--- config.mk ---
export PLATFORM = sky130hd
export DESIGN_NAME = timer_multi_ch_flat
export DESIGN_NICKNAME = d
export VERILOG_FILES = /design/src/rtl/timer_multi_ch_if.sv /design/src/rtl/timer_multi_ch.sv /design/src/flat_wrapper.sv
export SDC_FILE = /design/constraint.sdc
export NUM_CORES = 1
export LEC_CHECK = 0
export ABC_AREA = 1
export CAP_MARGIN = 20
export CELL_PAD_IN_SITES_DETAIL_PLACEMENT = 1
export CELL_PAD_IN_SITES_GLOBAL_PLACEMENT = 1
export CORE_ASPECT_RATIO = 2
export CORE_UTILIZATION = 32
export CTS_CLUSTER_SIZE = 10
export DETAILED_ROUTE_END_ITERATION = 8
export PLACE_DENSITY_LB_ADDON = 0.1
export SLEW_MARGIN = 15
export SYNTH_ARGS = -nofsm -noshare
export SYNTH_HDL_FRONTEND = slang
export SYNTH_SLANG_ARGS = --single-unit
--- constraint.sdc ---
create_clock -name clk_i -period 1.8 [get_ports clk_i]
set_input_delay 0.18 -clock clk_i [delete_from_list [all_inputs] [get_ports clk_i]]
set_output_delay 0.18 -clock clk_i [all_outputs]
set_load 0.01 [all_outputs]
--- src/rtl/timer_multi_ch_if.sv ---
// Control and status bundle for the multi-channel timer.
// Master drives control, slave (the timer) returns status.
interface timer_multi_ch_if #(
  parameter int Width = 16,
  parameter int NumCh = 4
);
  logic                   h_i;
  logic [NumCh-1:0]       start_i;
  logic [NumCh-1:0]       stop_i;
  logic [NumCh-1:0]       mode_i;
  logic [NumCh*Width-1:0] kmax_i;
  logic [NumCh-1:0]       tick_o;
  logic [NumCh-1:0]       busy_o;
  logic [NumCh*Width-1:0] count_o;

  modport master (
    output h_i, start_i, stop_i, mode_i, kmax_i,
    input  tick_o, busy_o, count_o
  );

  modport slave (
    input  h_i, start_i, stop_i, mode_i, kmax_i,
    output tick_o, busy_o, count_o
  );
endinterface

--- src/rtl/timer_multi_ch.sv ---
// Multi-channel programmable down-counter timer.
// Shared count-enable strobe; per-channel one-shot or periodic reload.
module timer_multi_ch #(
  parameter int Width = 16,
  parameter int NumCh = 4
) (
  input  logic              clk_i,
  input  logic              rst_i,
  timer_multi_ch_if.slave   bus
);

  typedef enum logic {IDLE, RUN} state_e;

  state_e           st_q  [NumCh];
  state_e           st_d  [NumCh];
  logic [Width-1:0] cnt_q [NumCh];
  logic [Width-1:0] cnt_d [NumCh];
  logic [NumCh-1:0] tick_q;
  logic [NumCh-1:0] tick_d;

  always_ff @(posedge clk_i) begin
    if (rst_i) begin
      for (int n = 0; n < NumCh; n++) begin
        st_q[n]  <= IDLE;
        cnt_q[n] <= '0;
      end
      tick_q <= '0;
    end else begin
      st_q   <= st_d;
      cnt_q  <= cnt_d;
      tick_q <= tick_d;
    end
  end

  // Stop beats start, start beats expiry.
  always_comb begin
    tick_d = '0;
    for (int n = 0; n < NumCh; n++) begin
      st_d[n]  = st_q[n];
      cnt_d[n] = cnt_q[n];
      if (bus.stop_i[n]) begin
        st_d[n]  = IDLE;
        cnt_d[n] = '0;
      end else if (bus.start_i[n]) begin
        st_d[n]  = RUN;
        cnt_d[n] = bus.kmax_i[n*Width +: Width];
      end else if (st_q[n] == RUN && bus.h_i) begin
        if (cnt_q[n] != '0) begin
          cnt_d[n] = cnt_q[n] - Width'(1);
        end else begin
          tick_d[n] = 1'b1;
          if (bus.mode_i[n]) begin
            cnt_d[n] = bus.kmax_i[n*Width +: Width];
          end else begin
            st_d[n] = IDLE;
          end
        end
      end
    end
  end

  always_comb begin
    bus.tick_o  = tick_q;
    bus.busy_o  = '0;
    bus.count_o = '0;
    for (int n = 0; n < NumCh; n++) begin
      bus.busy_o[n] = (st_q[n] == RUN);
      bus.count_o[n*Width +: Width] = cnt_q[n];
    end
  end

endmodule
--- src/flat_wrapper.sv ---
// flat-port wrapper written by rule: the top's interface ports become plain ports
module timer_multi_ch_flat 
#(
  parameter int Width = 16,
  parameter int NumCh = 4
)
  (clk_i, rst_i, bus_h_i, bus_start_i, bus_stop_i, bus_mode_i, bus_kmax_i, bus_tick_o, bus_busy_o, bus_count_o);
  timer_multi_ch_if #(.Width(Width), .NumCh(NumCh)) bus_i ();
  input  logic clk_i;
  input  logic rst_i;
  input wire logic [$bits(bus_i.h_i)-1:0] bus_h_i;
  input wire logic [$bits(bus_i.start_i)-1:0] bus_start_i;
  input wire logic [$bits(bus_i.stop_i)-1:0] bus_stop_i;
  input wire logic [$bits(bus_i.mode_i)-1:0] bus_mode_i;
  input wire logic [$bits(bus_i.kmax_i)-1:0] bus_kmax_i;
  output wire logic [$bits(bus_i.tick_o)-1:0] bus_tick_o;
  output wire logic [$bits(bus_i.busy_o)-1:0] bus_busy_o;
  output wire logic [$bits(bus_i.count_o)-1:0] bus_count_o;
  assign bus_i.h_i = bus_h_i;
  assign bus_i.start_i = bus_start_i;
  assign bus_i.stop_i = bus_stop_i;
  assign bus_i.mode_i = bus_mode_i;
  assign bus_i.kmax_i = bus_kmax_i;
  assign bus_tick_o = bus_i.tick_o;
  assign bus_busy_o = bus_i.busy_o;
  assign bus_count_o = bus_i.count_o;
  timer_multi_ch #(.Width(Width), .NumCh(NumCh)) u_core (.clk_i(clk_i), .rst_i(rst_i), .bus(bus_i));
endmodule
== After elaboration in Yosys (flattened, before gate mapping) ==
Cells that the tools add are included.
Operators by class
  add/sub/neg operators: 4
  equality and inequality tests: 8
  multiplexer cells: 36
  bitwise logic cells: 4
  reduce and logical (&&, ||, !) cells: 32
Operator list (count)
  $mux 16: 16
  $reduce_bool 16->1: 4
  $sub 16x1->16 const B: 4
  $mux 1: 20
  $ne 2x2->1 const B: 8
  $reduce_or 4->1: 4
  $reduce_and 3->1: 4
  $reduce_bool 3->1: 4
  $reduce_and 2->1: 4
  $reduce_bool 2->1: 4
  $reduce_or 2->1: 4
  $logic_and 1x1->1: 4
  $not 1->1: 4
Word-level totals
  register bits after elaboration: 72
  input bits: 79
  output and inout port bits: 72
  logic and storage cells: 96

== Depth between registers and ports, before layout ==
Gate-level depths: netlist of run 1.
  depth after elaboration: 4
  gate-level depth with buffers: 11
  gate-level depth less buffers: 11

== Least setup slack after synthesis of run 1 ==
No wires, ideal clock.
  path type: register to register
  start point: reg u_core.cnt_q, in the netlist u_core.bus.count_o[32]
  end point: reg u_core.cnt_q, in the netlist u_core.bus.count_o[33]
  library setup time: 0.109 ns
  data arrival time: 1.423 ns
  data required time: 1.691 ns
  setup slack: 0.269 ns
  cell stages (with the launch flop): 12
  buffers on the path: 1
  period minus slack after synthesis: 1.531 ns
  cell sequence: dfxtp_1 inv_1 ha_1 nand2_2 nor2_4 nand3_1 nand2_2 inv_2 buf_6 o211ai_1 nand2_1 inv_1
Between the ends
  longest elaborated chain between the ends: 4
  elaborated cells between the ends (all ways): 7
  classes of those cells: add/sub (1); mux (3); reduce/logical (3)
Ends and longest elaborated chain
  from (decl): RTL line timer_multi_ch.sv:16  | logic [Width-1:0] cnt_q [NumCh];
  from (signal assigned): RTL line timer_multi_ch.sv:30  | cnt_q <= cnt_d;
  $sub 16x1->16 / $reduce_bool 16->1 (equally long branches): RTL line timer_multi_ch.sv:49, timer_multi_ch.sv:48
  $mux 16: RTL line timer_multi_ch.sv:48  | if (cnt_q[n] != '0) begin
  $mux 16: RTL line timer_multi_ch.sv:47  | end else if (st_q[n] == RUN && bus.h_i) begin
  $mux 16: RTL line timer_multi_ch.sv:44  | end else if (bus.start_i[n]) begin
Parallel ways exist; a longest one is shown, timed or not. The select of a mux whose other input is x is not followed.
A chain may end at the register's enable or synchronous reset.

== Final worst setup path of run 1 ==
  start point: reg u_core.cnt_q, in the netlist u_core.bus.count_o[17]
  end point: reg u_core.cnt_q, in the netlist u_core.bus.count_o[28]
The elaborated chain is that of the path after synthesis.

==> results of run 1 <==
[layer usage]
| layer | vias up | routed length [µm] | track usage, % |
|---|---|---|---|
| met5 | - | 0 | 0 |
| met2 | 120 | 11000 | 47.9 |
| met4 | 0 | 699 | 11.1 |
| met1 | 2930 | 7530 | 24.3 |
| li1 | 3196 | - | - |
| met3 | 35 | 556 | 3.44 |
[through the flow]
stage	instances	TNS, ns
final	1290	0
after detailed placement	1273	-0.0441
after CTS	1289	0
after floorplan	889	0
after global routing	1290	0
after global placement	1273	0
[layout make-up]
type | instances | area share [%]
Clock buffer | 11 | 3.20
Antenna cell | 1 | 0.0330
Timing Repair Buffer | 204 | 25.4
Multi-Input combinational cell | 679 | 42.2
Sequential cell | 72 | 19.0
Inverter | 117 | 5.85
Clock inverter | 5 | 1.06
Tap cell | 201 | 3.31
[where the power goes]
group          internal (mW)  switching [mW]
sequential              1.70           0.123
combinational           1.16            1.65
clock                   1.25           0.760
[synthesized netlist by cell type (4+ instances only)]
library cell	number	area share [%]
nand2_1	288	21
nor2_1	110	7.9
inv_1	104	7.5
nand3_1	89	8.5
a21oi_1	74	7.1
dfxtp_1	72	28
o21ai_0	13	1.2
nand4_1	12	1.4
nor2_2	12	1.4
inv_2	11	0.79
o211ai_1	10	1.4
o21ai_1	9	0.86
buf_6	8	1.7
ha_1	8	1.9
nand2_2	8	0.96
xnor2_1	8	1.3
xor2_1	8	1.3
nand2_4	6	1.3
buf_2	5	0.48
nand3b_1	5	0.72
nor2_4	5	1.1
nor3_1	5	0.48
buf_4	4	0.57
clkbuf_1	4	0.29
nor4_1	4	0.48
[flip-flops by register name (all words and copies together), names as in the netlist]
register / flops
u_core.bus.count_o: 64
u_core.bus.tick_o: 4
u_core.bus.busy_o: 4
[kinds of logic after synthesis]
group / share of synthesized area [%]
buffers and inverters: 11.5
adders and majority gates: 1.92
AOI/OAI and AO/OA: 11.1
and+or+nand+nor: 45.3
DFF: 27.6
xor gates and xnor gates: 2.68
[final timing paths]
| check | startpoint | end |
|---|---|---|
| max | u_core.bus.count_o[17]$_SDFFE_PP0P_ | u_core.bus.count_o[28]$_SDFFE_PP0P_ |
| max reg2reg | u_core.bus.count_o[17]$_SDFFE_PP0P_ | u_core.bus.count_o[28]$_SDFFE_PP0P_ |
| min reg2reg | u_core.bus.count_o[4]$_SDFFE_PP0P_ | u_core.bus.count_o[4]$_SDFFE_PP0P_ |
| min | bus_start_i[2] | u_core.bus.tick_o[2]$_SDFF_PP0_ |
[critical path, stage by stage (launching register included)]
cell and delay [ns]:
dfxtp_1 0.40, inv_1 0.10, ha_1 0.21, nand2_1 0.09, nor2_2 0.05, nand2_2 0.07
nand2_2 0.07, inv_2 0.24, nand3_1 0.12, nand2_1 0.11, a21oi_1 0.06
[what timing repair did]
item,in CTS,in global routing
hold buffers,0,0
gates resized for setup,0,9
setup endpoints to repair,0,7
==> flow_metrics.tcl, run 1 <==
set metrics [dict create \
    status "complete, no violations" \
    grt_pass1_vias 6652 \
    routed_via_density 4.87 \
    synth_fp_nets 976 \
    min_period_ns 1.65 \
    critPathCaptureType "register" \
    clockRootBuffer "clkbuf_16" \
    p_leak_nw 3.59 \
    drt_pre_antenna_iters 4 \
    mostFrequentLayoutCells "nand2_1 (288), clkdlybuf4s50_1 (150), nor2_1 (108), inv_1 (104), nand3_1 (89)" \
    grt_pass1_wl_um 32000 \
    grt_antenna_before_repair 1 \
    hold_ws_ns 0.466 \
    post_cts_buffers 0 \
    yosys_warnings 0 \
    synth.distinct_cells 29 \
    clk_pin_slew_ns 0.06 \
    power.density_nw_per_um2 876 \
    place.port_buffers 150 \
    core_um2 15900 \
    whs_path_depth 2 \
    drcViolationCount 0 \
    fmax_ghz 0.604 \
    drive_gt1_share_pct 10.6 \
    synth-seq-area-share_pct 27.6 \
    start_util_pct 33.0 \
    slew_violations 0 \
    h-tree-depth 3 \
    synth_edf_count 0 \
    arrival_ns 1.87 \
    start_kind "register" \
    rows 65 \
    die_w_um 92.4 \
    area_growth_pct 45.2 \
    worst_pin_slew_ns 0.483 \
    ys_ff_latch 72 \
    numCtsBuffers 9 \
    async_flop_share_pct 0 \
    layout_commonest_cell "nand2_1" \
    nFillCells 2174 \
    detail-route-antenna-nets 0 \
    multi_input_area_um2 3200 \
    cap_violations 0 \
    total_power_mw 6.65 \
    cts_tree "yes" \
    dpl_cell_area_um2 7240 \
    relSlewSlack_pct 67.5 \
    hpwl_um 15400 \
    num_vias 6281 \
    fin_crit_sh_pct 91.9 \
    reg2reg_slack_ns 0.15 \
    drt-total-wl_um 19800 \
    seqCellArea_um2 1440 \
    min_path_type "in -> reg" \
    synthesis.area_um2 5230 \
    grt_max_degree 18 \
    final_area_um2 7590 \
    cts_sinks 72 \
    crit_fanout 15 \
    fin_skew_ns 0.00653 \
    dieArea_um2 16900 \
    path_class "reg -> reg" \
    netlist_instances 889 \
    cts_buffer_depth 2 \
    hold_viol_final 0 \
    grt_use_total_pct 24.3 \
    die_h_um 183 \
    place_congestion 0.848 \
    syn_area_per_cell_um2 5.88 \
    ir_worst_vdd_v 0.000455 \
    nNetsFinal 1170 \
    pre_cts_ws_ns -0.0305 \
    worst_slack_ns 0.146 \
    rsz0062_at_grt "no" \
    ys.flop_type "dfxtp_1" \
    finalSetupViolations 0 \
    first_iter_violations 129 \
    reg2reg_depth 10 \
    clock_latency_ns 0.35 \
    wire_per_inst_um 15.3 \
    io_pins 151 \
    final_util_pct 47.9 \
    cp_data_required_time_ns 2.02 \
    grt_overflow 0 \
]
Power figures use the tool's default switching activity.
==> inputs of run 2 (changes only) <==
Settings changed: SETUP_SLACK_MARGIN from default to 0.2.
==> run 2 against run 1 <==
Power increased by 4.0%; sequential share of layout area decreased by 0.66 points; via count is 1.0% higher; core utilization grew 2.6 points; critical path type is now reg -> out; largest cell class unchanged; highest routed layer unchanged.
==> flow_metrics.tcl, run 2 (synthesis gave the netlist of run 1 again) <==
set metrics [dict create \
    power_switching_mw 2.66 \
    grt_pass1_wl_um 32300 \
    postCtsHoldBufs 0 \
    cts_buffer_depth 2 \
    die_w_um 92.4 \
    die_h_um 183 \
    layout_commonest_cell "nand2_1" \
    seqPwrFrac_pct 26.6 \
    pre_cts_ws_ns -0.0305 \
    status "complete, no violations" \
    area_growth_pct 53.1 \
    first_iter_violations 119 \
    cts_sinks 72 \
    grt_antenna_before_repair 1 \
    whs_path_depth 3 \
    io_pins 151 \
    reg2reg_depth 10 \
    dpl_cell_area_um2 7240 \
    min_period_ns 1.59 \
    critPathCaptureType "primary output" \
    place.port_buffers 150 \
    routed_via_density 4.90 \
    nNetsFinal 1176 \
    detail-route-antenna-nets 0 \
    top_layer "met4" \
    ir_worst_vdd_v 0.000468 \
    r2r-start "u_core.bus.count_o[17]$_SDFFE_PP0P_" \
    num_vias 6346 \
    slew_violations 0 \
    drive_gt1_share_pct 17.0 \
    final_util_pct 50.4 \
    numCtsBuffers 9 \
    clk_pin_slew_ns 0.06 \
    hold_viol_final 0 \
    path_class "reg -> out" \
    start_kind "register" \
    rsz0062_at_grt "yes" \
    power.density_nw_per_um2 865 \
    rows 65 \
    hold_ws_ns 0.468 \
    nFillCells 2133 \
    core_um2 15900 \
    grt_use_total_pct 24.5 \
    met1Wirelength_um 7760 \
    largest_reg_flops 64 \
    drt_pre_antenna_iters 4 \
    h-tree-depth 3 \
    clock_latency_ns 0.35 \
    fin_crit_sh_pct 88.1 \
    sw_frac_of_total_pct 38.5 \
    start_util_pct 33.0 \
    reg2reg_slack_ns 0.29 \
    p_leak_nw 3.86 \
    p_int_mw 4.25 \
    cts_tree "yes" \
    min-delay-start "bus_kmax_i[32]" \
    grt_overflow 0 \
    fin_skew_ns 0.00505 \
    mostFrequentLayoutCells "nand2_1 (284), clkdlybuf4s50_1 (141), inv_1 (95), nor2_1 (85), nand3_1 (84)" \
    drcViolationCount 0 \
    cap_violations 0 \
    drt-total-wl_um 20500 \
    reg2reg_to "u_core.bus.count_o[28]$_SDFFE_PP0P_" \
    grt_pass1_vias 6705 \
    worst_slack_ns 0.215 \
    fmax_ghz 0.631 \
    cp_data_required_time_ns 1.62 \
    final_area_um2 8000 \
    dieArea_um2 16900 \
    p_clk_share_pct 29.2 \
    worst_pin_slew_ns 0.476 \
    wl_met3_um 554 \
    hpwl_um 15400 \
    hold_end "u_core.bus.count_o[32]$_SDFFE_PP0P_" \
    finalSetupViolations 0 \
    grt_max_degree 18 \
    clockRootBuffer "clkbuf_16" \
    wire_per_inst_um 15.8 \
    arrival_ns 1.41 \
    relSlewSlack_pct 68.0 \
    min_path_type "in -> reg" \
    met2WireLength_um 11500 \
    pwr-share-comb_pct 44.1 \
    place_congestion 0.848 \
    crit_fanout 4 \
    finalSetupTns_ns 0 \
]
[run 2: power groups by stage]
stage	Clock [mW]	Combinational [mW]	Sequential, mW
finish	2.02	3.05	1.84
floorplan	0	1.71	1.90
global placement	0	2.76	1.86
CTS	2.05	2.88	1.83
global route	2.11	3.40	1.86
detailed placement	0	2.81	1.86
[run 2: metal layers]
metal  vias to the layer above  global-route usage, %
met5                         -                      0
met4                         0                   11.1
met3                        36                   3.44
met2                       120                   48.3
met1                      2975                   24.4
li1                       3215                      -
[run 2: worst max path at each step]
stage,startpoint,end,slack [ns],cells past startpoint
final,u_core.bus.count_o[5]$_SDFFE_PP0P_,bus_count_o[5],0.21,2
after detailed placement,rst_i,u_core.bus.tick_o[3]$_SDFF_PP0_,-0.03,5
after floorplan,u_core.bus.count_o[32]$_SDFFE_PP0P_,u_core.bus.count_o[33]$_SDFFE_PP0P_,0.27,11
after CTS,u_core.bus.count_o[17]$_SDFFE_PP0P_,u_core.bus.count_o[28]$_SDFFE_PP0P_,0.19,10
after global placement,bus_h_i,u_core.bus.count_o[2]$_SDFFE_PP0P_,0.03,8
after global routing,u_core.bus.count_o[7]$_SDFFE_PP0P_,u_core.bus.count_o[6]$_SDFFE_PP0P_,0.16,8
[run 2: repair_timing]
item                                    in CTS  in global routing
pin swaps                                    1                 19
resized for setup                           26                 94
setup buffers                                0                  3
cloned                                       0                  3
endpoints found under the setup margin      65                 77
[run 2: cell type report]
class | count | area [µm²] | share of cell area [%]
Sequential cell | 72 | 1470 | 18.3
Antenna cell | 1 | 2.50 | 0.0313
Tap cell | 201 | 251 | 3.14
Clock inverter | 5 | 80.1 | 1.00
Multi-Input combinational cell | 679 | 3390 | 42.4
Timing Repair Buffer | 210 | 2100 | 26.3
Inverter | 117 | 464 | 5.80
Clock buffer | 11 | 243 | 3.03
[run 2: stage by stage]
stage	cells	total power, mW
after floorplan	889	3.61
after global placement	1273	4.62
after detailed placement	1273	4.66
after CTS	1289	6.76
after global routing	1296	7.36
final	1296	6.92
[run 2: critical path, stage by stage (launching register included)]
cell	delay, ns
dfxtp_1	0.37
buf_4	0.15
clkdlybuf4s50_1	0.53
==> inputs of run 3 (changes only) <==
Settings changed: GPL_ROUTABILITY_DRIVEN from default to 1, SLEW_MARGIN 15 to 5.
==> results of run 3 <==
The final DEF is identical to that of run 2; final timing and power are the same.
